`src/rtl/bcd_conv_arbiter.sv`:
```
// bcd_conv_arbiter: round-robin sharing of one registered 4-bit binary-to-BCD converter among N_REQ requesters
// Ports:
//   clk, rst      clock, asynchronous active-low reset
//   req, bin      per-requester level request and 4-bit operand (requester i uses bin[4i+3:4i])
//   conv_bin      registered operand driven to the shared converter
//   conv_bcd      converter result {tens, ones}, valid one cycle after conv_bin
//   ack           one-hot completion pulse to the served requester
//   resp_bcd      BCD result of the last completed conversion
//   resp_id       index of the last served requester
//   busy          high while a conversion is in flight
module bcd_conv_arbiter #(
    parameter int N_REQ = 4,
    parameter int ID_W  = 2
) (
    input  logic               clk,
    input  logic               rst,
    input  logic [N_REQ-1:0]   req,
    input  logic [4*N_REQ-1:0] bin,
    output logic [3:0]         conv_bin,
    input  logic [7:0]         conv_bcd,
    output logic [N_REQ-1:0]   ack,
    output logic [7:0]         resp_bcd,
    output logic [ID_W-1:0]    resp_id,
    output logic               busy
);
    typedef enum logic [1:0] {IDLE, ISSUE, CAPTURE} state_t;
    state_t           state_q, state_d;
    logic [ID_W-1:0]  ptr_q, ptr_d, grant_id_q, grant_id_d, resp_id_q, resp_id_d;
    logic [3:0]       conv_bin_q, conv_bin_d;
    logic [N_REQ-1:0] ack_q, ack_d;
    logic [7:0]       resp_bcd_q, resp_bcd_d;
    logic [N_REQ-1:0] elig;
    logic [ID_W-1:0]  win_hi, win_lo, win;
    logic             hit_hi;
    logic [3:0]       win_bin;
    // Rotating priority: lowest eligible index at or above ptr, else lowest eligible index overall.
    // The requester acked this cycle is masked so its lingering req cannot win again.
    always_comb begin
        elig   = req & ~ack_q;
        win_hi = '0;
        win_lo = '0;
        hit_hi = 1'b0;
        for (int i = N_REQ - 1; i >= 0; i--) begin
            if (elig[i]) begin
                if (ID_W'(i) >= ptr_q) begin
                    win_hi = ID_W'(i);
                    hit_hi = 1'b1;
                end else begin
                    win_lo = ID_W'(i);
                end
            end
        end
        win     = hit_hi ? win_hi : win_lo;
        win_bin = '0;
        for (int i = 0; i < N_REQ; i++)
            if (win == ID_W'(i)) win_bin = bin[4*i +: 4];
    end
    always_comb begin
        state_d    = state_q;
        ptr_d      = ptr_q;
        grant_id_d = grant_id_q;
        conv_bin_d = conv_bin_q;
        ack_d      = '0;
        resp_bcd_d = resp_bcd_q;
        resp_id_d  = resp_id_q;
        unique case (state_q)
            IDLE: begin
                if (|elig) begin
                    grant_id_d = win;
                    conv_bin_d = win_bin;
                    state_d    = ISSUE;
                end
            end
            ISSUE: state_d = CAPTURE;
            CAPTURE: begin
                resp_bcd_d = conv_bcd;
                resp_id_d  = grant_id_q;
                for (int i = 0; i < N_REQ; i++) ack_d[i] = (grant_id_q == ID_W'(i));
                ptr_d      = (grant_id_q == ID_W'(N_REQ - 1)) ? '0 : grant_id_q + 1'b1;
                state_d    = IDLE;
            end
            default: state_d = IDLE;
        endcase
    end
    always_ff @(posedge clk or negedge rst) begin
        if (!rst) begin
            state_q    <= IDLE;
            ptr_q      <= '0;
            grant_id_q <= '0;
            conv_bin_q <= '0;
            ack_q      <= '0;
            resp_bcd_q <= '0;
            resp_id_q  <= '0;
        end else begin
            state_q    <= state_d;
            ptr_q      <= ptr_d;
            grant_id_q <= grant_id_d;
            conv_bin_q <= conv_bin_d;
            ack_q      <= ack_d;
            resp_bcd_q <= resp_bcd_d;
            resp_id_q  <= resp_id_d;
        end
    end
    assign conv_bin = conv_bin_q;
    assign ack      = ack_q;
    assign resp_bcd = resp_bcd_q;
    assign resp_id  = resp_id_q;
    assign busy     = (state_q != IDLE);
endmodule

```
`config.mk`:
```
export PLATFORM = sky130hd
export DESIGN_NAME = bcd_conv_arbiter
export DESIGN_NICKNAME = d
export VERILOG_FILES = /design/src/rtl/bcd_conv_arbiter.sv
export SDC_FILE = /design/constraint.sdc
export NUM_CORES = 1
export LEC_CHECK = 0
export ABC_AREA = 1
export BUFFER_PORTS_ARGS = -buffer_cell sky130_fd_sc_hd__clkbuf_2
export CAP_MARGIN = 10
export CORE_ASPECT_RATIO = 0.7
export CORE_MARGIN = 4
export CORE_UTILIZATION = 54
export CTS_BUF_LIST = sky130_fd_sc_hd__clkbuf_8
export DETAILED_ROUTE_END_ITERATION = 16
export MAX_ROUTING_LAYER = met4
export PLACE_DENSITY_LB_ADDON = 0.3
export SYNTH_ARGS = -nofsm -noshare
export SYNTH_HDL_FRONTEND = slang
export SYNTH_SLANG_ARGS = --single-unit
```
`constraint.sdc`:
```
create_clock -name clk -period 2.05 [get_ports clk]
set_input_delay 0.1025 -clock clk [delete_from_list [all_inputs] [get_ports clk]]
set_output_delay 0.1025 -clock clk [all_outputs]
set_load 0.01 [all_outputs]
```
==> flow_metrics.env, run 1 <==
export IMPL_port_buffers=48
export IMPL_drc=0
export IMPL_power_frac_clock_pct=12.6
export IMPL_ys_warn_count=0
export IMPL_drtAntennaViolNets=0
export IMPL_critPathArrivalTime_ns=1.69
export IMPL_yosysUniqueCellTypes=20
export IMPL_drt_total_wl_mm=2.83
export IMPL_ir_drop_mv=0.788
export IMPL_tns_ns=0
export IMPL_grt_pass1_vias=1112
export IMPL_insertion_delay_ns=0.26
export IMPL_pin_count=49
export IMPL_layout_commonest_cell="nand2_1"
export IMPL_die_area_sq_mm=0.00319
export IMPL_start_kind="flip-flop"
export IMPL_core_sq_mm=0.00219
export IMPL_cts_buffers=3
export IMPL_slew_viol_final=0
export IMPL_stdcell_area_sq_mm=0.00158
export IMPL_clk_pin_slew_ns=0.08
export IMPL_wire_per_inst_microns=11.4
export IMPL_dpl_instance_area_sq_mm=0.00153
export IMPL_p_per_area_mw_per_mm2=1380
export IMPL_viasPerCell=4.79
export IMPL_cts_sinks=24
export IMPL_grt_ovfl_total=0
export IMPL_setup_violations=0
export IMPL_synth_cells=165
export IMPL_p_sw_mw=0.968
export IMPL_grt_util_all_layers_pct=19.5
export IMPL_max_cap_violations=0
export IMPL_fmax_ghz=0.654
export IMPL_post_dp_hpwl_mm=2.28
export IMPL_dieHeight_microns=48.5
export IMPL_critPathRequiredTime_ns=2.21
export IMPL_outcome="completed"
export IMPL_ys_seq_area_share_pct=47.5
export IMPL_htreeDepth=1
export IMPL_p_comb_share_pct=49.6
export IMPL_drive_above_1_share_pct=29.8
export IMPL_worst_pin_slew_ns=0.579
export IMPL_cp_end_kind="flip-flop"
export IMPL_grt_max_degree=25
export IMPL_area_growth_pct=25.3
export IMPL_period_needed_ns=1.53
export IMPL_synth_fp_nets=199
export IMPL_period_share_pct=74.6
export IMPL_die_w_microns=65.8
export IMPL_final_cell_mix="60 x nand2_1, 48 x clkbuf_2, 24 x dfrtp_1"
export IMPL_gp_congestion=0.810
export IMPL_cts_buffer_depth=2
export IMPL_netlist_area_sq_mm=0.00126
export IMPL_grt_pass1_wl_mm=4.75
export IMPL_criticalPathCategory="flip-flop to flip-flop"
export IMPL_leakage_nw=0.933
export IMPL_layout_nets=251
export IMPL_start_util_pct=57.7
export IMPL_power_internal_mw=1.21
export IMPL_hold_viol=0
export IMPL_syn_area_per_cell_sq_um=7.66
export IMPL_via_count=1183
export IMPL_cp_max_fo=5
export IMPL_cts_tree="built"
export IMPL_clock_skew_ns=0.00438
export IMPL_rsz0062_at_grt="no"
export IMPL_maxSlewHeadroom_pct=61.4
export IMPL_rows=14
export IMPL_power_share_switching_pct=44.5
export IMPL_antenna_found_initial=0
export IMPL_pwr_share_seq_pct=37.9
export IMPL_num_antenna_cells=0
export IMPL_ys_seq_elements=24
export IMPL_firstDrtPassIters=4
export IMPL_fill_cells=183
export IMPL_hp_class="input pin to flip-flop"
export IMPL_drt_initial_drc_count=49
export IMPL_cts_root_buf="clkbuf_8"
[synth_stat cells]
| cell | n | area [sq um] |
|---|---|---|
| a22o_1 | 1 | 8.76 |
| ha_1 | 4 | 50.1 |
| buf_6 | 1 | 11.3 |
| clkbuf_1 | 2 | 7.51 |
| o21ai_2 | 1 | 8.76 |
| a21oi_1 | 1 | 5.00 |
| dfrtp_1 | 24 | 601 |
| nand4_1 | 1 | 6.26 |
| o21ai_0 | 4 | 20.0 |
| nand3_2 | 2 | 20.0 |
| nor2_1 | 13 | 48.8 |
| nand2_1 | 60 | 225 |
| nor2_2 | 2 | 12.5 |
| o21ai_1 | 3 | 15.0 |
| inv_1 | 23 | 86.3 |
| nand3_4 | 1 | 17.5 |
| nand3_1 | 12 | 60.1 |
| inv_2 | 3 | 11.3 |
| nand3b_1 | 4 | 30.0 |
| nand2_2 | 3 | 18.8 |
[power by group through the flow]
stage          Clock [mW]  Combinational, mW  Sequential, mW
5_1_grt             0.303               1.24           0.856
3_3_place_gp            0               1.05           0.817
6_report            0.274               1.08           0.825
3_5_place_dp            0               1.08           0.831
2_1_floorplan           0              0.679           0.877
4_1_cts             0.278               1.09           0.824
[final timing paths]
path | slack, ns | cells past startpoint | start | to
max in group asynchronous | 1.30 | 2 | rst | state_q[0]
worst max-delay path | 0.52 | 8 | ptr_q[0] | conv_bin[3]
worst min register to register | 0.46 | 1 | state_q[1] | state_q[1]
worst min-delay path | 0.04 | 3 | conv_bcd[1] | resp_bcd[1]
worst max register to register | 0.52 | 8 | ptr_q[0] | conv_bin[3]
min in group asynchronous | 0.37 | 2 | rst | resp_id[0]
[kinds of logic after synthesis]
| group | after synthesis | synth area share [%] |
|---|---|---|
| DFF | 24 | 47.5 |
| buffers and inverters | 29 | 9.21 |
| adders and majority gates | 4 | 3.96 |
| AOI/OAI and AO/OA | 10 | 4.55 |
| and+or+nand+nor | 98 | 34.8 |
[sequential cells by signal, summed over array words and instances (netlist names)]
name and cells:
conv_bin 4, ack 4, resp_id 2, grant_id_q 2, resp_bcd 8, state_q 2
ptr_q 2
[per-stage QoR]
step	hold WS, ns	util [%]	instances	power (mW)	setup slack [ns]
6_report	0.0367	72.3	247	2.18	0.521
5_1_grt	0.0354	72.3	247	2.40	0.362
4_1_cts	0.0370	72.3	247	2.19	0.533
3_5_place_dp	0.132	70.0	243	1.92	0.543
3_3_place_gp	0.125	70.0	243	1.86	0.581
2_1_floorplan	-0.193	-	165	1.56	0.689
[critical path: stages, from the launching register on]
cell	delay, ns
dfrtp_1	0.43
nor2_1	0.14
nand3_2	0.14
a21oi_1	0.39
nand2_1	0.09
nand2_1	0.07
nand3_1	0.06
nand2_1	0.06
nand2_1	0.04
[routing by layer]
| layer | global-route usage, % | part of all wire (%) | vias up |
|---|---|---|---|
| li1 | - | - | 609 |
| met1 | 26.4 | 46 | 532 |
| met2 | 30.0 | 46 | 38 |
| met3 | 5.32 | 6.6 | 4 |
| met4 | 3.10 | 0.71 | 0 |
| met5 | - | 0 | - |
[area by class of cell]
| class | instances | area (sq um) | share of cell area [%] |
|---|---|---|---|
| sequential | 24 | 601 | 37.9 |
| timing repair buffer | 50 | 258 | 16.3 |
| tap | 32 | 40.0 | 2.53 |
| multi-input combinational | 112 | 547 | 34.5 |
| inverter | 26 | 97.6 | 6.16 |
| clock buffer | 3 | 41.3 | 2.61 |
[timing repair]
action                    in CTS  in global routing
hold buffers                   1                  0
buffers inserted               0                  0
gates resized for setup        0                  0
hold endpoints to repair      24                  0
Note: power is estimated with default switching activity, not from simulation.
==> run 2, diff against run 1 <==
- CORE_UTILIZATION: 54 -> 45
- clock period: 2.05 -> 1.4 ns (I/O delays scaled with it)
==> flow_metrics.env, run 2 (same netlist as run 1, synthesis figures left out) <==
export IMPL_p_per_area_mw_per_mm2=2040
export IMPL_period_needed_ns=1.43
export IMPL_core_sq_mm=0.00257
export IMPL_num_antenna_cells=0
export IMPL_grt_max_degree=25
export IMPL_cts_tree="built"
export IMPL_rsz0062_at_grt="yes"
export IMPL_drc=0
export IMPL_final_util_pct=69.5
export IMPL_criticalPathCategory="flip-flop to flip-flop"
export IMPL_drt_total_wl_mm=3.43
export IMPL_pre_cts_slack_ns=-0.0514
export IMPL_worst_pin_slew_ns=0.593
export IMPL_viasPerCell=4.82
export IMPL_largest_reg_flops=8
export IMPL_die_w_microns=71.3
export IMPL_critPathRequiredTime_ns=1.56
export IMPL_area_growth_pct=41.4
export IMPL_dieHeight_microns=52.3
export IMPL_cts_buffer_depth=2
export IMPL_gp_congestion=0.901
export IMPL_reg2reg_from="ack[1]"
export IMPL_drt_initial_drc_count=58
export IMPL_start_kind="flip-flop"
export IMPL_cp_startpoint="ack[1]"
export IMPL_hold_path_startpoint="conv_bcd[4]"
export IMPL_grt_ovfl_total=0
export IMPL_cp_max_fo=7
export IMPL_via_count=1273
export IMPL_layout_commonest_cell="nand2_1"
export IMPL_grt_pass1_vias=1197
export IMPL_clk_pin_slew_ns=0.08
export IMPL_period_share_pct=102
export IMPL_rows=15
export IMPL_slew_viol_final=0
export IMPL_hp_class="input pin to flip-flop"
export IMPL_layout_nets=266
export IMPL_post_dp_hpwl_mm=2.38
export IMPL_htreeDepth=1
export IMPL_drtAntennaViolNets=0
export IMPL_port_buffers=48
export IMPL_cp_end_kind="flip-flop"
export IMPL_drive_above_1_share_pct=41.3
export IMPL_hold_viol=0
export IMPL_pin_count=49
export IMPL_firstDrtPassIters=4
export IMPL_start_util_pct=49.1
export IMPL_clock_skew_ns=0.00561
export IMPL_antenna_found_initial=0
export IMPL_setup_violations=4
export IMPL_finalPower_mw=3.64
export IMPL_leakage_nw=1.02
export IMPL_maxSlewHeadroom_pct=60.5
export IMPL_violations="negative setup slack"
export IMPL_wire_per_inst_microns=13.0
export IMPL_grt_util_all_layers_pct=19.0
export IMPL_die_area_sq_mm=0.00373
export IMPL_cts_root_buf="clkbuf_8"
export IMPL_final_cell_mix="53 x nand2_1, 48 x clkbuf_2, 23 x dfrtp_1"
export IMPL_insertion_delay_ns=0.26
export IMPL_critPathArrivalTime_ns=1.59
export IMPL_grt_pass1_wl_mm=5.35
export IMPL_cts_sinks=24
export IMPL_stdcell_area_sq_mm=0.00179
export IMPL_ir_drop_mv=1.12
export IMPL_outcome="complete, but fails checks"
export IMPL_dpl_instance_area_sq_mm=0.00157
export IMPL_fmax_ghz=0.700
export IMPL_cts_buffers=3
export IMPL_setup_slack_ns=-0.0296
export IMPL_max_cap_violations=0
-- run 2: area by class of cell --
cell class / instances / area, sq um
inverters: 26 / 103
repair buffers: 63 / 370
clock buffers: 3 / 41.3
fillers: 207 / 785
multi-input cells: 114 / 628
well taps: 34 / 42.5
flip-flops and latches: 24 / 602
-- run 2: worst max-delay path, stage by stage (launching register included) --
cell and delay [ns]:
dfrtp_1 0.44, nor2_4 0.15, nand3_2 0.10, nor2_4 0.14, inv_2 0.07, nand2_4 0.10, nand3b_1 0.08, nand2_1 0.07
inv_1 0.05, nand2_1 0.07, nand2_1 0.05
-- run 2: layer usage --
| layer | up-vias | share of wire (%) | GRT usage, % |
|---|---|---|---|
| li1 | 635 | - | - |
| met1 | 577 | 44 | 25.5 |
| met2 | 57 | 47 | 29.6 |
| met3 | 4 | 8.1 | 4.98 |
| met4 | 0 | 0.52 | 2.81 |
| met5 | - | 0 | - |
-- run 2: worst paths after layout --
path                               end  slack (ns)  depth (start not counted)
min reg2reg                 state_q[1]        0.46                          1
min                        resp_bcd[4]       0.004                          3
max                        conv_bin[2]       -0.03                         10
min in group asynchronous  resp_bcd[0]        0.35                          2
max in group asynchronous     ptr_q[1]        0.64                          2
max reg2reg                conv_bin[2]       -0.03                         10
-- run 2: metrics by stage --
step	hold WS [ns]	std cells	TNS (ns)
6_report	0.00391	264	-0.0736
5_1_grt	0.00810	264	-0.501
4_1_cts	0.0000493	261	0
3_5_place_dp	0.100	250	-0.142
3_3_place_gp	0.0905	250	0
2_1_floorplan	-0.226	165	0
-- run 2: report_power, final --
group	total [mW]	internal (mW)	switching, mW
logic	2.03	0.826	1.20
clock network	0.395	0.192	0.203
registers	1.21	1.00	0.209
-- run 2: timing repair --
item	CTS	global route
hold endpoints to repair	25	0
hold buffers	2	0
setup buffers	4	3
cloned	2	0
pin swaps	7	7
resized for setup	12	12
endpoints found under the setup margin	4	6
==> run 3, diff against run 2 <==
- CORE_MARGIN: 4 -> 5
==> flow_metrics.env, run 3 (same netlist as run 1, synthesis figures left out) <==
export IMPL_outcome="complete, but fails checks"
export IMPL_violations="negative setup slack"
export IMPL_leakage_nw=0.996
export IMPL_setup_violations=3
export IMPL_cts_tree="built"
export IMPL_grt_pass1_wl_mm=4.86
export IMPL_clk_pin_slew_ns=0.08
export IMPL_max_cap_violations=0
export IMPL_largest_reg_flops=8
export IMPL_dieHeight_microns=54.3
export IMPL_crit_slowest_cell="dfrtp_1"
export IMPL_cp_slowest_stage_delay_ns=0.41
export IMPL_crit_chain="nor2_1 > nand3_2 > a21oi_2 > buf_4 > nand3_1 > nand3_1 > nand2_1 > nand2_1"
export IMPL_drive_above_1_share_pct=39.1
export IMPL_criticalPathCategory="flip-flop to flip-flop"
export IMPL_viasPerCell=4.62
export IMPL_fmax_ghz=0.699
export IMPL_drt_total_wl_mm=2.94
export IMPL_wl_met2_mm=1.32
export IMPL_pin_count=49
export IMPL_grt_max_degree=25
export IMPL_start_util_pct=46.1
export IMPL_port_buffers=48
export IMPL_maxSlewHeadroom_pct=61.2
export IMPL_slew_viol_final=0
export IMPL_firstDrtPassIters=4
export IMPL_num_antenna_cells=0
export IMPL_cts_sinks=24
export IMPL_die_area_sq_mm=0.00398
export IMPL_dpl_instance_area_sq_mm=0.00158
export IMPL_stdcell_area_sq_mm=0.00174
export IMPL_pwr_share_seq_pct=33.9
export IMPL_grt_util_all_layers_pct=16.2
export IMPL_holdPathStages=3
export IMPL_drc=0
export IMPL_grt_ovfl_total=0
export IMPL_dr_wl_met3_microns=203
export IMPL_power_share_switching_pct=43.3
export IMPL_pre_cts_slack_ns=-0.0119
export IMPL_period_needed_ns=1.43
export IMPL_top_layer_used="met4"
export IMPL_cts_buffers=3
export IMPL_wire_per_inst_microns=11.3
export IMPL_critPathArrivalTime_ns=1.64
export IMPL_core_sq_mm=0.00274
export IMPL_setup_slack_ns=-0.0306
export IMPL_power_frac_clock_pct=13.3
export IMPL_critPathRequiredTime_ns=1.61
export IMPL_cts_buffer_depth=2
export IMPL_cp_end_kind="flip-flop"
export IMPL_drtAntennaViolNets=0
export IMPL_rows=16
export IMPL_drt_initial_drc_count=33
export IMPL_worst_pin_slew_ns=0.582
export IMPL_period_share_pct=102
export IMPL_path_delay_family="simple AND/OR/NAND/NOR gates"
export IMPL_htreeDepth=1
export IMPL_clock_skew_ns=0.00527
export IMPL_finalPower_mw=3.52
export IMPL_cts_root_buf="clkbuf_8"
export IMPL_ir_drop_mv=1.15
export IMPL_area_growth_pct=37.6
export IMPL_gp_congestion=0.865
export IMPL_p_comb_share_pct=52.8
export IMPL_final_cell_mix="53 x nand2_1, 48 x clkbuf_2, 24 x dfrtp_1"
export IMPL_layout_nets=260
export IMPL_post_dp_hpwl_mm=2.25
export IMPL_start_kind="flip-flop"
export IMPL_grt_pass1_vias=1142
export IMPL_layout_commonest_cell="nand2_1"
export IMPL_antenna_found_initial=0
export IMPL_rr_worst_depth=8
export IMPL_path_buf_inv=1
export IMPL_instances_no_fill=261
export IMPL_die_w_microns=73.3
export IMPL_met1_length_mm=1.40
export IMPL_cp_max_fo=4
export IMPL_insertion_delay_ns=0.27
export IMPL_p_per_area_mw_per_mm2=2020
export IMPL_rsz0062_at_grt="yes"
export IMPL_hold_viol=0
export IMPL_p_sw_mw=1.52
export IMPL_dpl_cell_count=253
export IMPL_path_depth=8
export IMPL_tns_ns=-0.0887
export IMPL_hp_class="input pin to flip-flop"
export IMPL_power_internal_mw=2.00
export IMPL_via_count=1207
==> run 3: routing by layer <==
layer / GRT usage [%] / vias up
li1: - / 624
met1: 20.7 / 543
met2: 24.9 / 36
met3: 5.87 / 4
met4: 3.61 / 0
met5: - / -
==> run 3: cell type report <==
type | instances | area (sq um)
Timing Repair Buffer | 58 | 332
Sequential cell | 24 | 601
Inverter | 26 | 100
Multi-Input combinational cell | 113 | 607
Fill cell | 248 | 1000
Tap cell | 36 | 45.0
Clock buffer | 4 | 55.1
==> run 3: final timing paths <==
| path | from | endpoint | slack [ns] |
|---|---|---|---|
| max in group asynchronous | rst | resp_bcd[2] | 0.68 |
| min reg2reg | state_q[1] | state_q[1] | 0.45 |
| max | ptr_q[0] | conv_bin[2] | -0.03 |
| min in group asynchronous | rst | resp_id[0] | 0.33 |
| min | conv_bcd[6] | resp_bcd[6] | 0.0006 |
| max reg2reg | ptr_q[0] | conv_bin[2] | -0.03 |
==> run 3: worst min-delay path, cell delays in order <==
cell,delay (ns)
clkbuf_2,0.07
nand2_1,0.04
nand2_1,0.05
==> run 3: repair_timing <==
action                                 CTS  global route
hold buffers                             2             0
gates resized for setup                  7            16
setup endpoints to repair                4             5
endpoints found under the hold margin   25             0
buffers inserted                         1             0
gates cloned                             0             1
pin swaps                                2            12
==> run 3: power by group through the flow <==
stage	Clock (mW)	Sequential, mW	Combinational, mW
4_1_cts	0.474	1.20	1.76
3_3_place_gp	0	1.20	1.66
3_5_place_dp	0	1.21	1.68
6_report	0.467	1.19	1.86
5_1_grt	0.514	1.24	2.11
2_1_floorplan	0	1.28	0.995
==> run 3: through the flow <==
stage | utilization [%] | hold slack (ns)
after global placement | 57.7 | 0.0949
after global routing | 63.4 | 0.000284
after floorplan | - | -0.226
after CTS | 61.5 | 0.000251
after detailed placement | 57.7 | 0.0981
final | 63.4 | 0.000584
